--- src/rtl/gpr_file_sb.sv ---
// x86-style GPR file (8 x 32) with AL/AH byte lanes and an issue scoreboard.
// Define GPR_BYPASS_EN to forward same-cycle writeback data to the read ports.
module gpr_file_sb #(
  parameter int NUM_RD   = 2,
  parameter int DATA_W   = 32,
  parameter int NUM_REGS = 8
) (
  input  logic                  clk,
  input  logic                  rst,
  input  logic [3*NUM_RD-1:0]   rd_sel,
  input  logic [2*NUM_RD-1:0]   rd_size,
  output logic [32*NUM_RD-1:0]  rd_data,
  output logic [NUM_RD-1:0]     rd_busy,
  input  logic                  wr_en,
  input  logic [2:0]            wr_sel,
  input  logic [1:0]            wr_size,
  input  logic [31:0]           wr_data,
  input  logic                  alloc_en,
  input  logic [2:0]            alloc_sel,
  output logic [7:0]            busy_vec
);

  localparam logic [1:0] SZ_BYTE = 2'b00;
  localparam logic [1:0] SZ_WORD = 2'b01;

  logic [DATA_W-1:0]   regs_q [NUM_REGS];
  logic [DATA_W-1:0]   regs_d [NUM_REGS];
  logic [NUM_REGS-1:0] busy_q;
  logic [NUM_REGS-1:0] busy_d;

  logic [2:0]          wr_phys;
  logic [DATA_W-1:0]   wr_merged;

  logic [2:0]          port_phys [NUM_RD];
  logic [DATA_W-1:0]   port_val  [NUM_RD];
  logic                port_busy [NUM_RD];

  // Byte specifiers 4-7 name the high byte of registers 0-3.
  function automatic logic [2:0] phys_idx(
    input logic [2:0] sel,
    input logic [1:0] size
  );
    if (size == SZ_BYTE && sel[2])
      phys_idx = {1'b0, sel[1:0]};
    else
      phys_idx = sel;
  endfunction

  function automatic logic [DATA_W-1:0] lane_merge(
    input logic [DATA_W-1:0] old,
    input logic [2:0]        sel,
    input logic [1:0]        size,
    input logic [31:0]       data
  );
    lane_merge = old;
    case (size)
      SZ_BYTE: begin
        if (sel[2])
          lane_merge[15:8] = data[7:0];
        else
          lane_merge[7:0] = data[7:0];
      end
      SZ_WORD: lane_merge[15:0] = data[15:0];
      default: lane_merge = data;
    endcase
  endfunction

  function automatic logic [31:0] lane_extract(
    input logic [DATA_W-1:0] r,
    input logic [2:0]        sel,
    input logic [1:0]        size
  );
    case (size)
      SZ_BYTE: begin
        if (sel[2])
          lane_extract = {24'h0, r[15:8]};
        else
          lane_extract = {24'h0, r[7:0]};
      end
      SZ_WORD: lane_extract = {16'h0, r[15:0]};
      default: lane_extract = r;
    endcase
  endfunction

  always_comb begin
    wr_phys   = phys_idx(wr_sel, wr_size);
    wr_merged = lane_merge(regs_q[wr_phys], wr_sel, wr_size, wr_data);
  end

  // Allocation is applied after the clear so it wins on a collision.
  always_comb begin
    for (int r = 0; r < NUM_REGS; r++)
      regs_d[r] = regs_q[r];
    busy_d = busy_q;
    if (wr_en) begin
      regs_d[wr_phys] = wr_merged;
      busy_d[wr_phys] = 1'b0;
    end
    if (alloc_en)
      busy_d[alloc_sel] = 1'b1;
  end

  always_ff @(posedge clk or posedge rst) begin
    if (rst) begin
      for (int r = 0; r < NUM_REGS; r++)
        regs_q[r] <= '0;
      busy_q <= '0;
    end else begin
      for (int r = 0; r < NUM_REGS; r++)
        regs_q[r] <= regs_d[r];
      busy_q <= busy_d;
    end
  end

  always_comb begin
    rd_data = '0;
    rd_busy = '0;
    for (int i = 0; i < NUM_RD; i++) begin
      port_phys[i] = phys_idx(rd_sel[3*i +: 3], rd_size[2*i +: 2]);
      port_val[i]  = regs_q[port_phys[i]];
      port_busy[i] = busy_q[port_phys[i]];
`ifdef GPR_BYPASS_EN
      if (wr_en && port_phys[i] == wr_phys) begin
        port_val[i]  = wr_merged;
        port_busy[i] = alloc_en && (alloc_sel == port_phys[i]);
      end
`endif
      // Outputs are gated so forwarding cannot leak data during reset.
      if (!rst) begin
        rd_data[32*i +: 32] = lane_extract(port_val[i], rd_sel[3*i +: 3],
                                           rd_size[2*i +: 2]);
        rd_busy[i] = port_busy[i];
      end
    end
  end

  assign busy_vec = busy_q;

endmodule

--- config.mk ---
export PLATFORM = sky130hd
export DESIGN_NAME = gpr_file_sb
export DESIGN_NICKNAME = d
export VERILOG_FILES = /design/src/rtl/gpr_file_sb.sv
export SDC_FILE = /design/constraint.sdc
export NUM_CORES = 1
export LEC_CHECK = 0
export CAP_MARGIN = 30
export CORE_ASPECT_RATIO = 1.1
export CORE_MARGIN = 2
export CORE_UTILIZATION = 55
export CTS_BUF_LIST = sky130_fd_sc_hd__clkbuf_2
export CTS_CLUSTER_DIAMETER = 60
export DETAILED_ROUTE_END_ITERATION = 12
export PLACE_DENSITY = 0.84
export SLEW_MARGIN = 5
export SYNTH_ARGS = -nofsm -noshare
export SYNTH_HDL_FRONTEND = slang
export SYNTH_SLANG_ARGS = --single-unit
--- constraint.sdc ---
create_clock -name clk -period 19.9 [get_ports clk]
set_input_delay 2.985 -clock clk [delete_from_list [all_inputs] [get_ports clk]]
set_output_delay 2.985 -clock clk [all_outputs]
set_load 0.005 [all_outputs]
==> results of run 1 <==
flip-flops by register name, summed over array words and instances, names as in the netlist:
register / flops
regs_q: 256
busy_vec: 8
layout by cell type (no fill, tap or decap), drive strengths merged:
cell	netlist	final
nand3	3	3
o221ai	13	13
o21a	1	1
mux2	40	40
mux4	180	180
diode	0	1
clkinv	0	13
clkdlybuf4s50	0	121
nor2b	2	2
nor2	14	14
a31oi	16	16
o31ai	3	3
a22o	1	1
mux2i	22	22
inv	3	4
nor3b	1	1
dfrtp	264	264
clkbuf	54	97
buf	62	32
nand2	409	409
o21ai	217	217
nand2b	15	15
or3	2	2
and3	2	2
or2	4	4
a21oi	58	58
nor3	2	2
and2	3	3
a32o	4	4
worst max-delay path, delay by kind of cell:
kind | cells | cell delay, ns
compound gates | 1 | 0.35
buf+inv | 3 | 1.65
simple gates | 1 | 0.73
where the power goes:
| part | internal (mW) | total [mW] | switching (mW) |
|---|---|---|---|
| clock | 0.128 | 0.351 | 0.223 |
| sequential | 0.663 | 0.784 | 0.122 |
| combinational | 0.273 | 0.498 | 0.225 |
| total | 1.06 | 1.63 | 0.570 |
cell families (layout without fill, tap and decap cells):
family | count (synthesis) | after routing
flip-flops | 264 | 264
other | 0 | 1
multiplexers | 242 | 242
AO/OA/AOI/OAI | 313 | 313
AND/OR/NAND/NOR | 457 | 457
buffers and inverters | 119 | 267
stage by stage:
stage               setup slack, ns  hold WS [ns]  utilization  power [mW]  std cells
floorplan                      4.70         0.457            -        1.11       1395
global placement              10.85         0.469        0.606        1.24       1788
detailed placement            10.81         0.486        0.610        1.28       1793
CTS                           10.81         0.506        0.629        1.62       1904
global route                  10.84         0.534        0.631        1.72       1907
finish                        11.14         0.506        0.631        1.63       1907
layer usage:
| layer | vias to the layer above | track usage | share of wire |
|---|---|---|---|
| met5 | - | 0 | 0 |
| met4 | 0 | 0.142 | 0.039 |
| met3 | 155 | 0.0953 | 0.12 |
| met2 | 1010 | 0.505 | 0.48 |
| met1 | 6301 | 0.429 | 0.36 |
| li1 | 5358 | - | - |
how the worst max path moves through the flow:
| stage | end | depth (start not counted) | from | slack, ns |
|---|---|---|---|---|
| finish | rd_data[58] | 5 | rst | 11.14 |
| detailed placement | rd_data[33] | 6 | rst | 10.81 |
| global placement | rd_data[33] | 6 | rst | 10.85 |
| CTS | rd_data[36] | 6 | rst | 10.81 |
| global route | rd_data[58] | 5 | rst | 10.84 |
| floorplan | rd_data[0] | 5 | rst | 4.70 |
area by class of cell:
cell class,instances,area (sq um),area share
clock buffer,97,485,0.0278
clock inverter,14,52.6,0.00301
tap,363,454,0.0260
antenna,1,2.50,0.000143
multi-input combinational,1012,8330,0.476
timing repair buffer,153,1540,0.0882
inverter,3,18.8,0.00107
sequential,264,6610,0.378
==> results by group, run 1 <==
Yosys
  • Adder-cell share of the synthesized area: 0
  • Mux cell area share after synthesis: 0.306
  • Simple logic cell fraction of the synthesized area: 0.116
  • Gate Count Post-Synth: 1395
  • Largest cells by area after synthesis: dfrtp_1 (43%), mux4_2 (26%), nand2_1 (9.9%)
  • Mean Syn Cell Area: 11.1 sq um
  • Synthesized Nets: 1449
  • Register bit total from synthesis: 264
  • Synth Area in XOR/XNOR: 0
  • Mapped Area: 15500 sq um
  • Compound-Gate Fraction of Synth Area: 0.115
  • Primary FF master, synth: dfrtp_1
  • Post-synth EDFFs: 0
  • Commonest cells post-synth: nand2_1 (409), dfrtp_1 (264), o21ai_0 (188)
  • Most common cell in the synthesized netlist: nand2_1
  • Sequential-to-total area share from yosys stat: 0.427
  • Largest family of logic cells by synthesized area: multiplexers
  • Cell taking the most area after synthesis: dfrtp_1
  • Ys async rst share: 1.00
  • Top-area cell type share of the netlist area: 0.427
  • Distinct cells, synth: 34
  • YS warnings: 0

Drt
  • WL final: 46.7 mm
  • Drt drc: 0
  • Vias: 12800
  • Antenna-violating nets left: 0
  • DR WL/cell: 24.5 um
  • Pre-antenna DRT Iters: 5
  • Vias per cell: 6.72
  • 1st-iter DRT viols: 1655

Power and ir drop
  • Maximum VDD drop: 0.0526 mV
  • Leak: 7.32 nW
  • Power per Cell Area: 93.4 nW/um^2

Final layout
  • Final net count: 1556
  • FILL cells: 2159
  • Area Growth Syn to Fin: 13.1%
  • Final instance area: 17500 sq um
  • Ratio of cells with drive above 1 in the final layout: 0.246

Clock network
  • Worst-path clk slew: 0.08 ns
  • Clock buffer depth: 3
  • Post-CTS setup buffer count: 0
  • Clock root buffer: clkbuf_2
  • Clk sink count: 264
  • H-tree depth: 3
  • CTS tree: built
  • Post-cts hold buffer count: 0
  • Post-CTS sizing: 0
  • Clock Latency Late Sink: 0.83 ns
  • CTS buffer count: 68

Hold path
  • Hold Crit Endpoint: regs_q[47]
  • Worst hold path stage count: 2
  • Worst Min Path Start: regs_q[47]
  • Hold crit path type: reg2reg

Setup path
  • Crit-path slowest cell: nand2_1
  • WP data arrival: 5.78 ns
  • R2R Path End: regs_q[5]
  • Worst setup path class: in2out
  • Crit-path cells: clkdlybuf4s50_1, inv_8, nand2_1, a21oi_1, clkdlybuf4s50_1
  • Reg2Reg Setup Slack: 18.11 ns
  • Critical-path maximum fanout: 122
  • Startpoint Class: primary input
  • R2r startpoint: regs_q[133]
  • Reg2reg path depth: 3
  • Critical Path RT: 16.91 ns
  • Cell mode on critical path: clkdlybuf4s50_1
  • CP Capture Type: primary output
  • Largest stage delay, worst path: 0.73 ns

STA
  • Slew @ Worst Pin: 1.06 ns
  • Final Hold Viols: 0
  • Max Slew Vio Count: 0
  • Final min period: 8.76 ns
  • Clock Skews: 0.0304 ns
  • Slew margin rel.: 0.295
  • Final setup TNS: 0 ns
  • Setup-failing EPs final: 0
  • Fmax: 114 MHz
  • Fin crit share: 0.440
  • RSZ-0062 raised after global routing: no

Die
  • Die footprint: 29500 sq um
  • I/O Pins: 128
  • Core area: 27700 sq um
  • Initial Utilization: 0.558
  • Cell Rows: 64
  • Die width: 164 um
  • Chip height: 180 um

Job
  • Max-cap viol count: 0

Placed design
  • Hpwl dp: 29.0 mm
  • GP Congestion: 0.888
  • IO buf count: 127
  • Post-Place Cell Area: 16900 sq um

Global routing
  • Vias in the first global route: 13000
  • Gr ovfl total: 0
  • GRT Total Usage: 0.325
  • Largest net degree at the start of global routing: 123
  • First-pass GRT wire length: 73.0 mm
  • Initial antenna violation count: 1

Status
  • Status: completed
No activity file was read; power rests on OpenSTA's default activity.
==> inputs of run 2 (changes only) <==
Settings changed: PLACE_DENSITY 0.84 to 0.87.
Clock period 19.9 ns to 7.1 ns, I/O delays scaled along.
==> results by group, run 2 (same netlist as run 1, synthesis figures left out) <==
Status
  • Status: completed

Die
  • I/O Pins: 128
  • Chip height: 180 um
  • Die width: 164 um
  • Die footprint: 29500 sq um
  • Cell Rows: 64
  • Initial Utilization: 0.558
  • Core area: 27700 sq um

Drt
  • Vias per cell: 6.81
  • Antenna-violating nets left: 0
  • Drt drc: 0
  • DR WL/cell: 24.4 um
  • Vias: 13000
  • WL final: 46.5 mm
  • 1st-iter DRT viols: 1802
  • Pre-antenna DRT Iters: 6

Placed design
  • Setup slack at placement: 2.09 ns
  • Hpwl dp: 29.0 mm
  • GP Congestion: 0.898
  • IO buf count: 127

Clock network
  • Clk sink count: 264
  • Clock Latency Late Sink: 0.88 ns
  • CTS buffer count: 68
  • Post-CTS sizing: 0
  • Post-CTS setup buffer count: 0
  • Worst-path clk slew: 0.09 ns
  • Post-cts hold buffer count: 0
  • CTS tree: built
  • Clock buffer depth: 3
  • Clock root buffer: clkbuf_2
  • H-tree depth: 3

Global routing
  • First-pass GRT wire length: 72.8 mm
  • Initial antenna violation count: 1
  • Gr ovfl total: 0
  • Vias in the first global route: 13300
  • Met3 Usage GRT: 0.0881
  • Grt met1 use: 0.411
  • Top Usage Layer GRT: met2
  • GRT Total Usage: 0.324
  • Largest net degree at the start of global routing: 194
  • GR Layer Usage met2: 0.508

STA
  • Setup-failing EPs final: 0
  • Final min period: 5.16 ns
  • Slew margin rel.: 0.300
  • Final Hold Viols: 0
  • RSZ-0062 raised after global routing: no
  • Max Slew Vio Count: 0
  • Fin crit share: 0.727
  • Final Worst Setup Slack: 1.94 ns
  • Slew @ Worst Pin: 1.05 ns
  • Clock Skews: 0.0443 ns
  • Fmax: 194 MHz
  • Final setup TNS: 0 ns
  • Hold_ws: 0.505 ns

Hold path
  • Worst hold path stage count: 2
  • Hold crit path type: reg2reg

Setup path
  • WP data arrival: 4.09 ns
  • CP Capture Type: primary output
  • Worst Setup EP: rd_data[31]
  • Reg2reg path depth: 3
  • Worst setup path class: in2out
  • R2r startpoint: regs_q[133]
  • Critical-path maximum fanout: 18
  • Critical Path RT: 6.03 ns
  • R2R Path End: regs_q[133]
  • Startpoint Class: primary input
  • Launch point of the worst path: rd_sel[2]
  • Reg2Reg Setup Slack: 5.29 ns

Power and ir drop
  • Maximum VDD drop: 0.171 mV
  • Leak: 7.33 nW
  • Power per Cell Area: 266 nW/um^2

Final layout
  • Commonest non-fill, non-tap cell in the layout: nand2_1
  • Max reg flops: 256
  • Commonest cells after routing, fill and taps aside: nand2_1 (407), dfrtp_1 (264), o21ai_0 (188)
  • Register area: 6610 sq um
  • Ratio of cells with drive above 1 in the final layout: 0.244
  • Final net count: 1554
  • Largest Register: regs_q
  • Area Growth Syn to Fin: 13.1%
  • FILL cells: 2181
  • Multi-input logic area: 8320 sq um

Job
  • Max-cap viol count: 0
[run 2: cell types whose count changed in the layout (fill, tap and decap cells not counted)]
cell       before  now
clkinv_1       13   11
clkbuf_2       97   94
or3_2           2    1
buf_16          3    1
and2_1          1    3
bufinv_16       0    2
clkinv_2        0    3
or3_1           0    1
inv_2           1    2
and2_2          2    0
diode_2         1    2
[run 2: routing by layer]
layer,wire [um],share of wire
met5,0,0
met3,5810,0.12
met2,22200,0.48
met4,2610,0.056
met1,15900,0.34
[run 2: critical path, stage by stage]
cell and delay, ns:
clkdlybuf4s50_1 0.96, and2_1 0.78, buf_4 0.36, nand2_1 0.08
a21oi_1 0.24, clkdlybuf4s50_1 0.58
[run 2: per-stage QoR]
| stage | util | power, mW | instances | area (sq um) |
|---|---|---|---|---|
| after global routing | 0.631 | 4.91 | 1907 | 17500 |
| after CTS | 0.630 | 4.63 | 1904 | 17500 |
| after detailed placement | 0.609 | 3.57 | 1792 | 16900 |
| final | 0.631 | 4.66 | 1907 | 17500 |
| after floorplan | - | 3.10 | 1395 | 15500 |
| after global placement | 0.607 | 3.48 | 1789 | 16800 |
[run 2: power by group]
part           switching (mW)  internal, mW  total [mW]
registers               0.342          1.86        2.20
clock network           0.649         0.425        1.07
logic                   0.624         0.761        1.39
total                    1.62          3.04        4.66
[run 2: area by class of cell]
| class | instances | share of cell area |
|---|---|---|
| multi-input cells | 1012 | 0.476 |
| flip-flops and latches | 264 | 0.378 |
| diodes | 2 | 0.000286 |
| inverters | 3 | 0.00107 |
| repair buffers | 151 | 0.0850 |
| clock inverters | 18 | 0.00708 |
| clock buffers | 94 | 0.0269 |
| well taps | 363 | 0.0260 |
[run 2: how the worst min path moves through the flow]
stage	endpoint	startpoint
after floorplan	regs_q[40]	regs_q[40]
after global placement	regs_q[15]	regs_q[15]
after detailed placement	regs_q[10]	regs_q[10]
after CTS	regs_q[10]	regs_q[10]
after global routing	regs_q[73]	regs_q[73]
final	regs_q[10]	regs_q[10]
==> inputs of run 3 (changes only) <==
Clock period 7.1 ns to 4.7 ns, I/O delays scaled along.
==> results by group, run 3 (same netlist as run 1, synthesis figures left out) <==
STA
  • Clock Skews: 0.0687 ns
  • Final Hold Viols: 0
  • Slew margin rel.: 0.316
  • Final min period: 4.01 ns
  • Final setup TNS: 0 ns
  • Fin crit share: 0.854
  • Slew @ Worst Pin: 1.03 ns
  • Max Slew Vio Count: 0
  • Setup-failing EPs final: 0
  • RSZ-0062 raised after global routing: no
  • Fmax: 249 MHz

Setup path
  • Delay-heaviest family, CP: simple AND/OR/NAND/NOR gates
  • Worst Path Buf+Inv: 2
  • Reg2reg path depth: 3
  • CP Capture Type: primary output
  • Critical-path maximum fanout: 13
  • Crit-path cells: clkdlybuf4s50_1, or2_2, nand2_1, nand2_1, a21oi_1, clkdlybuf4s50_1
  • Crit-path slowest cell: nand2_1
  • WP data arrival: 3.31 ns
  • Critical Path RT: 3.99 ns
  • Worst setup path class: in2out
  • Largest stage delay, worst path: 0.67 ns
  • Crit path depth: 6
  • Startpoint Class: primary input

Power and ir drop
  • Switch Pwr: 2.44 mW
  • Leak: 7.44 nW
  • Clock share of power: 0.217
  • Sequential share of power: 0.478
  • Pint: 4.53 mW
  • Maximum VDD drop: 0.227 mV
  • Power per Cell Area: 395 nW/um^2
  • Sw Ratio: 0.350
  • Logic pwr share: 0.305

Global routing
  • Vias in the first global route: 13600
  • Gr ovfl total: 0
  • Initial antenna violation count: 2
  • GRT Total Usage: 0.330
  • First-pass GRT wire length: 74.2 mm
  • Largest net degree at the start of global routing: 150

Final layout
  • Final net count: 1578
  • Area Growth Syn to Fin: 14.1%
  • Largest Register: regs_q
  • Final instance area: 17600 sq um
  • Max reg flops: 256
  • Final Non-Filler Cells: 1930
  • Ratio of cells with drive above 1 in the final layout: 0.258
  • Commonest cells after routing, fill and taps aside: nand2_1 (407), dfrtp_1 (264), o21ai_0 (188)
  • Commonest non-fill, non-tap cell in the layout: nand2_1

Status
  • Status: completed

Drt
  • Vias per cell: 6.80
  • 1st-iter DRT viols: 1857
  • WL final: 47.0 mm
  • Vias: 13100
  • Drt drc: 0
  • Pre-antenna DRT Iters: 6
  • DR WL/cell: 24.4 um
  • Antenna-violating nets left: 0

Clock network
  • Clock Latency Late Sink: 0.86 ns
  • Post-CTS setup buffer count: 0
  • Post-CTS sizing: 0
  • H-tree depth: 3
  • Clk sink count: 264
  • CTS tree: built
  • Clock buffer depth: 3
  • CTS buffer count: 69
  • Post-cts hold buffer count: 0
  • Worst-path clk slew: 0.11 ns
  • Clock root buffer: clkbuf_2

Job
  • Max-cap viol count: 0

Die
  • Die footprint: 29500 sq um
  • I/O Pins: 128
  • Core area: 27700 sq um
  • Initial Utilization: 0.558
  • Cell Rows: 64
  • Die width: 164 um
  • Chip height: 180 um

Placed design
  • DP Cell Count: 1816
  • IO buf count: 127
  • GP Congestion: 0.893
  • Hpwl dp: 31.1 mm
  • Post-Place Cell Area: 17100 sq um

Hold path
  • Hold crit path type: in2async
==> run 3: area by class of cell <==
| cell class | count | area, sq um |
|---|---|---|
| antenna | 2 | 5.00 |
| clock buffer | 100 | 500 |
| clock inverter | 12 | 45.0 |
| fill | 2136 | 10100 |
| inverter | 3 | 18.8 |
| multi-input combinational | 1012 | 8320 |
| sequential | 264 | 6610 |
| tap | 363 | 454 |
| timing repair buffer | 174 | 1690 |
==> run 3: metal layers <==
layer	track usage	vias up	part of all wire
met3	0.0856	225	0.12
met2	0.509	1067	0.48
li1	-	5408	-
met1	0.420	6422	0.34
met4	0.204	2	0.059
met5	0	-	0.00036
==> run 3: per-stage QoR <==
stage	util	worst slack, ns	power (mW)	hold WS, ns
3_3_place_gp	0.614	0.710	5.28	0.471
5_1_grt	0.637	0.525	7.34	0.257
6_report	0.637	0.686	6.97	0.287
3_5_place_dp	0.617	0.650	5.45	0.484
4_1_cts	0.637	0.647	6.93	0.248
2_1_floorplan	-	0.314	4.69	0.457
==> run 3: worst paths after layout <==
check                            startpoint          end  slack [ns]
worst min register to register   regs_q[97]   regs_q[97]        0.51
max in group asynchronous               rst   regs_q[14]        3.11
worst min-delay path                    rst  regs_q[225]        0.29
min in group clk                 regs_q[97]   regs_q[97]        0.51
worst max-delay path             rd_size[1]  rd_data[31]        0.69
worst max register to register  regs_q[228]  regs_q[196]        2.82
==> run 3: power groups by stage <==
stage / combinational (mW) / clock [mW] / sequential, mW
after floorplan: 1.52 / 0 / 3.17
after global placement: 2.01 / 0 / 3.27
after detailed placement: 2.11 / 0 / 3.34
after CTS: 2.11 / 1.52 / 3.30
after global routing: 2.30 / 1.65 / 3.39
final: 2.13 / 1.51 / 3.33
